--- src/rtl/float_to_dec_pkg.sv ---
// Shared widths, constants, FSM encoding and the x10 helper for float_to_dec.
// The 38-bit fixed-point working format is 14 integer bits and 24 fraction bits.
package float_to_dec_pkg;

   localparam int INPUTOUTBIT = 32;
   localparam int INT_DIGITS  = 4;
   localparam int FRAC_DIGITS = 3;
   localparam int F2D_LATENCY = 19;
   localparam int INT_BITS    = 14;
   localparam int FRAC_BITS   = 24;
   localparam int FIXED_BITS  = INT_BITS + FRAC_BITS;

   localparam logic [7:0]  EXP_BIAS     = 8'd127;
   localparam logic [31:0] NAN_PATTERN  = 32'hFFC0_0000;
   localparam logic [3:0]  DABBLE_STEPS = 4'd14;

   typedef enum logic [2:0] {
      ST_IDLE   = 3'd0,
      ST_ALIGN  = 3'd1,
      ST_DABBLE = 3'd2,
      ST_FRAC   = 3'd3,
      ST_OUT    = 3'd4
   } state_t;

   // Multiply a 24-bit fraction by ten with shifts and one add.
   function automatic logic [27:0] times_ten(input logic [23:0] x);
      logic [27:0] w;
      w = {4'd0, x};
      return (w << 3) + (w << 1);
   endfunction

endpackage

--- src/rtl/float_to_dec_bcd_dabble.sv ---
// Serial shift-add-3 binary to BCD converter, one input bit per clock.
// done is high during the cycle whose closing edge performs the last step.
module bcd_dabble
   import float_to_dec_pkg::*;
(
   input  logic        clk,
   input  logic        rst,
   input  logic        load,
   input  logic [13:0] bin,
   output logic [15:0] bcd,
   output logic        done
);

   logic [13:0] bin_r;
   logic [15:0] bcd_r;
   logic [3:0]  cnt_r;

   function automatic logic [15:0] add3(input logic [15:0] b);
      logic [15:0] r;
      logic [3:0]  d;
      r = 16'd0;
      for (int i = 0; i < 4; i++) begin
         d = b[i*4 +: 4];
         if (d >= 4'd5) r[i*4 +: 4] = d + 4'd3;
         else           r[i*4 +: 4] = d;
      end
      return r;
   endfunction

   logic [15:0] adj_s;
   assign adj_s = add3(bcd_r);

   // Shift register and step counter for the conversion.
   always_ff @(posedge clk or posedge rst) begin
      if (rst) begin
         bin_r <= 14'd0;
         bcd_r <= 16'd0;
         cnt_r <= 4'd0;
      end else if (load) begin
         bin_r <= bin;
         bcd_r <= 16'd0;
         cnt_r <= DABBLE_STEPS;
      end else if (cnt_r != 4'd0) begin
         bcd_r <= {adj_s[14:0], bin_r[13]};
         bin_r <= {bin_r[12:0], 1'b0};
         cnt_r <= cnt_r - 4'd1;
      end
   end

   assign bcd  = bcd_r;
   assign done = (cnt_r == 4'd1);

endmodule

--- src/rtl/float_to_dec.sv ---
// IEEE754 single to sign + 4 integer BCD digits + 3 truncated fraction digits.
// Fixed 19-cycle start-to-done latency regardless of error/overflow.
module float_to_dec
   import float_to_dec_pkg::*;
(
   input  logic                     clk,
   input  logic                     rst,
   input  logic                     start,
   input  logic [INPUTOUTBIT-1:0]   value,
   output logic                     sign,
   output logic [4*INT_DIGITS-1:0]  int_bcd,
   output logic [4*FRAC_DIGITS-1:0] frac_bcd,
   output logic                     overflow,
   output logic                     error,
   output logic                     busy,
   output logic                     done
);

   state_t            state_r, state_n;
   logic [31:0]       value_r;
   logic [23:0]       frac_r;
   logic [11:0]       frac_digits_r;
   logic [1:0]        frac_cnt_r;
   logic              ovf_r;
   logic              err_r;

   logic [7:0]        exp_s;
   logic [23:0]       sig_s;
   logic [FIXED_BITS-1:0] fixed_s;
   logic              ovf_s;
   logic [27:0]       prod_s;
   logic              dab_done_s;
   logic [15:0]       dab_bcd_s;

   assign exp_s  = value_r[30:23];
   assign sig_s  = {1'b1, value_r[22:0]};
   assign prod_s = times_ten(frac_r);

   // Place the significand's leading one at weight 2^(e-127) in the 14.24 format.
   always_comb begin
      fixed_s = '0;
      if (exp_s == 8'd0 || exp_s == 8'd255) begin
         fixed_s = '0;
      end else if (exp_s < EXP_BIAS - 8'd24) begin
         fixed_s = '0;
      end else if (exp_s > EXP_BIAS + 8'd13) begin
         fixed_s = '0;
      end else if (exp_s >= EXP_BIAS - 8'd1) begin
         fixed_s = {14'd0, sig_s} << (exp_s - (EXP_BIAS - 8'd1));
      end else begin
         fixed_s = {14'd0, sig_s} >> ((EXP_BIAS - 8'd1) - exp_s);
      end
   end

   assign ovf_s = ((exp_s > EXP_BIAS + 8'd13) && (exp_s != 8'd255))
                  || (fixed_s[37:24] > 14'd9999);

   bcd_dabble u_dabble (
      .clk  (clk),
      .rst  (rst),
      .load (state_r == ST_ALIGN),
      .bin  (fixed_s[37:24]),
      .bcd  (dab_bcd_s),
      .done (dab_done_s)
   );

   // State register.
   always_ff @(posedge clk or posedge rst) begin
      if (rst) state_r <= ST_IDLE;
      else     state_r <= state_n;
   end

   // Next-state logic.
   always_comb begin
      state_n = state_r;
      case (state_r)
         ST_IDLE: begin
            if (start) state_n = ST_ALIGN;
            else       state_n = ST_IDLE;
         end
         ST_ALIGN:  state_n = ST_DABBLE;
         ST_DABBLE: begin
            if (dab_done_s) state_n = ST_FRAC;
            else            state_n = ST_DABBLE;
         end
         ST_FRAC: begin
            if (frac_cnt_r == 2'd2) state_n = ST_OUT;
            else                    state_n = ST_FRAC;
         end
         ST_OUT:  state_n = ST_IDLE;
         default: state_n = ST_IDLE;
      endcase
   end

   // Datapath registers and registered outputs.
   always_ff @(posedge clk or posedge rst) begin
      if (rst) begin
         value_r       <= 32'd0;
         frac_r        <= 24'd0;
         frac_digits_r <= 12'd0;
         frac_cnt_r    <= 2'd0;
         ovf_r         <= 1'b0;
         err_r         <= 1'b0;
         sign          <= 1'b0;
         int_bcd       <= '0;
         frac_bcd      <= '0;
         overflow      <= 1'b0;
         error         <= 1'b0;
         busy          <= 1'b0;
         done          <= 1'b0;
      end else begin
         done <= 1'b0;
         case (state_r)
            ST_IDLE: begin
               if (start) begin
                  value_r <= value;
                  busy    <= 1'b1;
               end
            end
            ST_ALIGN: begin
               frac_r        <= fixed_s[23:0];
               ovf_r         <= ovf_s;
               err_r         <= (exp_s == 8'd255);
               frac_cnt_r    <= 2'd0;
               frac_digits_r <= 12'd0;
            end
            ST_DABBLE: begin
               frac_cnt_r <= 2'd0;
            end
            ST_FRAC: begin
               frac_r        <= prod_s[23:0];
               frac_digits_r <= {frac_digits_r[7:0], prod_s[27:24]};
               frac_cnt_r    <= frac_cnt_r + 2'd1;
            end
            ST_OUT: begin
               done <= 1'b1;
               busy <= 1'b0;
               if (err_r) begin
                  sign     <= 1'b0;
                  int_bcd  <= '0;
                  frac_bcd <= '0;
                  overflow <= 1'b0;
                  error    <= 1'b1;
               end else if (ovf_r) begin
                  sign     <= value_r[31];
                  int_bcd  <= 16'h9999;
                  frac_bcd <= 12'h999;
                  overflow <= 1'b1;
                  error    <= 1'b0;
               end else begin
                  // A result that prints as all zeros is shown unsigned.
                  sign     <= value_r[31] && ((dab_bcd_s != 16'd0) || (frac_digits_r != 12'd0));
                  int_bcd  <= dab_bcd_s;
                  frac_bcd <= frac_digits_r;
                  overflow <= 1'b0;
                  error    <= 1'b0;
               end
            end
            default: begin
               busy <= 1'b0;
            end
         endcase
      end
   end

endmodule

--- config.mk ---
export PLATFORM = sky130hd
export DESIGN_NAME = float_to_dec
export DESIGN_NICKNAME = d
export VERILOG_FILES = /design/src/rtl/float_to_dec_pkg.sv /design/src/rtl/float_to_dec_bcd_dabble.sv /design/src/rtl/float_to_dec.sv
export SDC_FILE = /design/constraint.sdc
export NUM_CORES = 1
export LEC_CHECK = 0
export CAP_MARGIN = 10
export CORE_MARGIN = 2
export CORE_UTILIZATION = 50
export CTS_BUF_LIST = sky130_fd_sc_hd__clkbuf_8
export CTS_CLUSTER_DIAMETER = 50
export DETAILED_ROUTE_END_ITERATION = 8
export GPL_TIMING_DRIVEN = 0
export PLACE_DENSITY = 0.73
export REMOVE_ABC_BUFFERS = 1
export SYNTH_ARGS = -nofsm -noshare
export SYNTH_HDL_FRONTEND = slang
export SYNTH_SLANG_ARGS = --single-unit
--- constraint.sdc ---
create_clock -name clk -period 5.1 [get_ports clk]
set_input_delay 1.02 -clock clk [delete_from_list [all_inputs] [get_ports clk]]
set_output_delay 1.02 -clock clk [all_outputs]
set_load 0.1 [all_outputs]
==> summary.md <==
| Metric | Value |
|---|---|
| Fillers | 1995 |
| Final nets | approximately 1400 |
| Worst-Skew Late Latency | 0.48 ns |
| Startpoint types | flop |
| Max Fclk | 0.224 GHz |
| Clk buf depth | 2 |
| Clock Sinks | about 140 |
| Routed wl met2 | 14000 um |
| Routed wl met3 | 1520 um |
| Vias | about 10000 |
| Fraction of layout cells with a size suffix above 1 | approximately an eighth |
| Crit. End Element | flop |
| Flop2flop setup slack | 0.64 ns |
| Post-Synth Adder-Cell Area | 4.98% |
| Compound-cell area share of the yosys netlist | 21.6% |
| Site Rows | 54 |
| I/O Buffers | between 60 and 70 |
| Worst-path maximum fanout | 49 |
| Synth Area in XOR/XNOR | under 10% |
| Number of max-cap violations | 0 |
| Min Tclk post-route | 4.46 ns |
| Synthesized flop and latch total | between 100 and 150 |
| Largest net degree at the start of global routing | 84 |
| Starting Density | 50.5% |
| Main combinational cell family by area after synthesis | compound AO/OA/AOI/OAI gates |
| Die ar. | 23100 um2 |
| Final ANT Viol Nets | 0 |
| Yosys cell types | 89 |
| Hold Crit Depth | 2 |
| Total wire length | 30100 um |
| Area of the multi-input gates | ~7000 um2 |
| Slew @ Worst Pin | roughly 1.2 ns |
| Max Slew Vio Count | 0 |
| Cells after Synth | 1295 |
| Flip-flop and latch area | 3560 um2 |
| Simple-Gate Fraction of Synth Area | 19.6% |
| Final GP Congestion | 0.970 |
| Cell area after synthesis | 11000 um2 |
| Residual DRC | 0 |
| Horiz. Die Dim | 152 um |
| CTS hold repair buffers | 0 |
| Global-route usage over all layers | 26.1% |
| CTS clk-pin slew, worst paths | 0.09 ns |
| Root Buffer | clkbuf_8 |
| Ys Warns | 0 |
| Initial antenna violation count | 0 |
| M1 WL | 13400 um |
| # setup viols final | 0 |
| Multiplexer share of the synthesized area | 13.7% |
| Reg2reg path depth | 10 |
| Most frequent cells in the layout | 211 x nand2_1, 140 x dfrtp_1, 95 x nor2_1, 90 x o21ai_0, 74 x a21oi_1 |
| Drt first-iter violations | 949 |
| Via count of the first global-routing pass | between 9000 and 10000 |
| Setup TNS | 0 ns |
| DRT Pass-1 Iters | 5 |
| I/O pins | 68 |
| Post-DP HPWL | 21700 um |
| WP data arrival | around 4.8 ns |
| Die H | 152 um |
| First-pass GRT wire length | between 40000 and 50000 um |
| Postcts setup bufs | 0 |
| Post-route clock period utilization | 87.5% |
| CTS tree | done |
| Status | finished clean |
| Top sig layer | met4 |
| H-tree lvl count | 4 |
| Worst Path Required | between 5 and 6 ns |
| Area Growth Syn to Fin | 11.4% |
| Worst Hold Class | reg2reg |
| Clk_skew | 0.0290 ns |
| Worst setup path class | reg2reg |
| Slew margin rel. | 18.4% |
| DR WL/cell | ~19 um |
| Grt ovf | 0 |
| Ant diodes | 0 |
| Sequential fraction of the synthesis area | between 30% and 40% |
| Util after Layout | 56.3% |
| Final hold violation count | 0 |
| Most common cell after layout, fill and taps aside | nand2_1 |
| Clock buffer count from CTS | 17 |
| Synth Area per Inst | around 8.5 um2 |
| Vias/cell | 6.28 |
| Post-synth ARST share | 100% |
| CTS resizes | 0 |
| Top FF cell, synth | dfrtp_1 |
| Number of synthesized flops with an enable pin | 0 |
| RSZ-0062 raised after global routing | false |
| CORE AREA | 21700 um2 |
-- worst paths after layout --
kind,startpoint,end
setup / recovery,value_r[23],frac_r[4]
hold / removal,frac_bcd[4],frac_bcd[4]
setup reg to reg,value_r[23],frac_r[4]
hold reg to reg,frac_bcd[4],frac_bcd[4]
max in group asynchronous,rst,value_r[24]
min in group asynchronous,rst,frac_bcd[5]
-- logic make-up (layout without fill, tap and decap cells) --
family,after synthesis,in the layout
AO/OA/AOI/OAI,368,368
XOR/XNOR,34,34
adder cells (fa/ha/maj),43,43
buffers and inverters,121,143
flip-flops,142,142
multiplexers,121,121
AND/OR/NAND/NOR,466,466
-- metrics by stage --
stage	instances	hold WS, ns	setup WS (ns)	instance area [um2]
after floorplan	1204	0.455	0.270	10500
after global placement	1551	0.460	-1.79	11600
after detailed placement	1563	0.469	0.640	11800
after CTS	1595	0.488	0.601	12200
after global routing	1597	0.513	0.204	12200
final	1597	0.483	0.639	12200
-- synthesized netlist by cell type, drive strengths merged (14+ instances only) --
cell / number / area (um2)
nand2: 212 / 796
dfrtp: 142 / 3550
o21ai: 116 / 588
nor2: 101 / 394
a21oi: 74 / 370
mux2i: 52 / 521
mux2: 51 / 578
clkbuf: 49 / 185
nand3: 43 / 233
buf: 42 / 244
ha: 42 / 526
inv: 30 / 113
nor3: 27 / 151
o22ai: 26 / 163
xnor2: 22 / 200
a31oi: 19 / 119
o31ai: 19 / 143
mux4: 18 / 405
nand2b: 17 / 111
a211oi: 16 / 120
o211ai: 14 / 105
-- area by class of cell --
class	count	share of cell area (%)
clock buffers	19	2.14
clock inverters	13	0.993
inverters	30	0.963
multi-input cells	1032	56.5
flip-flops and latches	142	29.1
well taps	280	2.87
repair buffers	81	7.39
-- routing by layer --
metal  up-vias  global-route usage [%]
met5         -                       0
met4         0                    11.4
met2       390                    41.8
met1      4799                    35.5
met3        79                    3.57
li1       4756                       -
-- sequential cells by signal, summed over array words and instances (netlist names), 2 cells and up --
name            cells
value_r            32
frac_bcd           12
int_bcd            16
state_r             3
frac_r             24
frac_digits_r      12
frac_cnt_r          2
u_dabble.cnt_r      4
u_dabble.bin_r     14
u_dabble.bcd       16
-- worst max-delay path, cell delays in order, from the launching register on --
cell and delay [ns]:
dfrtp_2 0.57, buf_12 0.28, inv_1 0.44, ha_1 1.26
mux2_2 0.42, o21ai_0 0.44, nor4_1 0.09, a31oi_1 0.21
nor3b_1 0.10, a2111oi_0 0.41, nor2_1 0.09
Power is not shown: default switching activity piles up to over one toggle a cycle in this logic, so the estimate is an artifact.
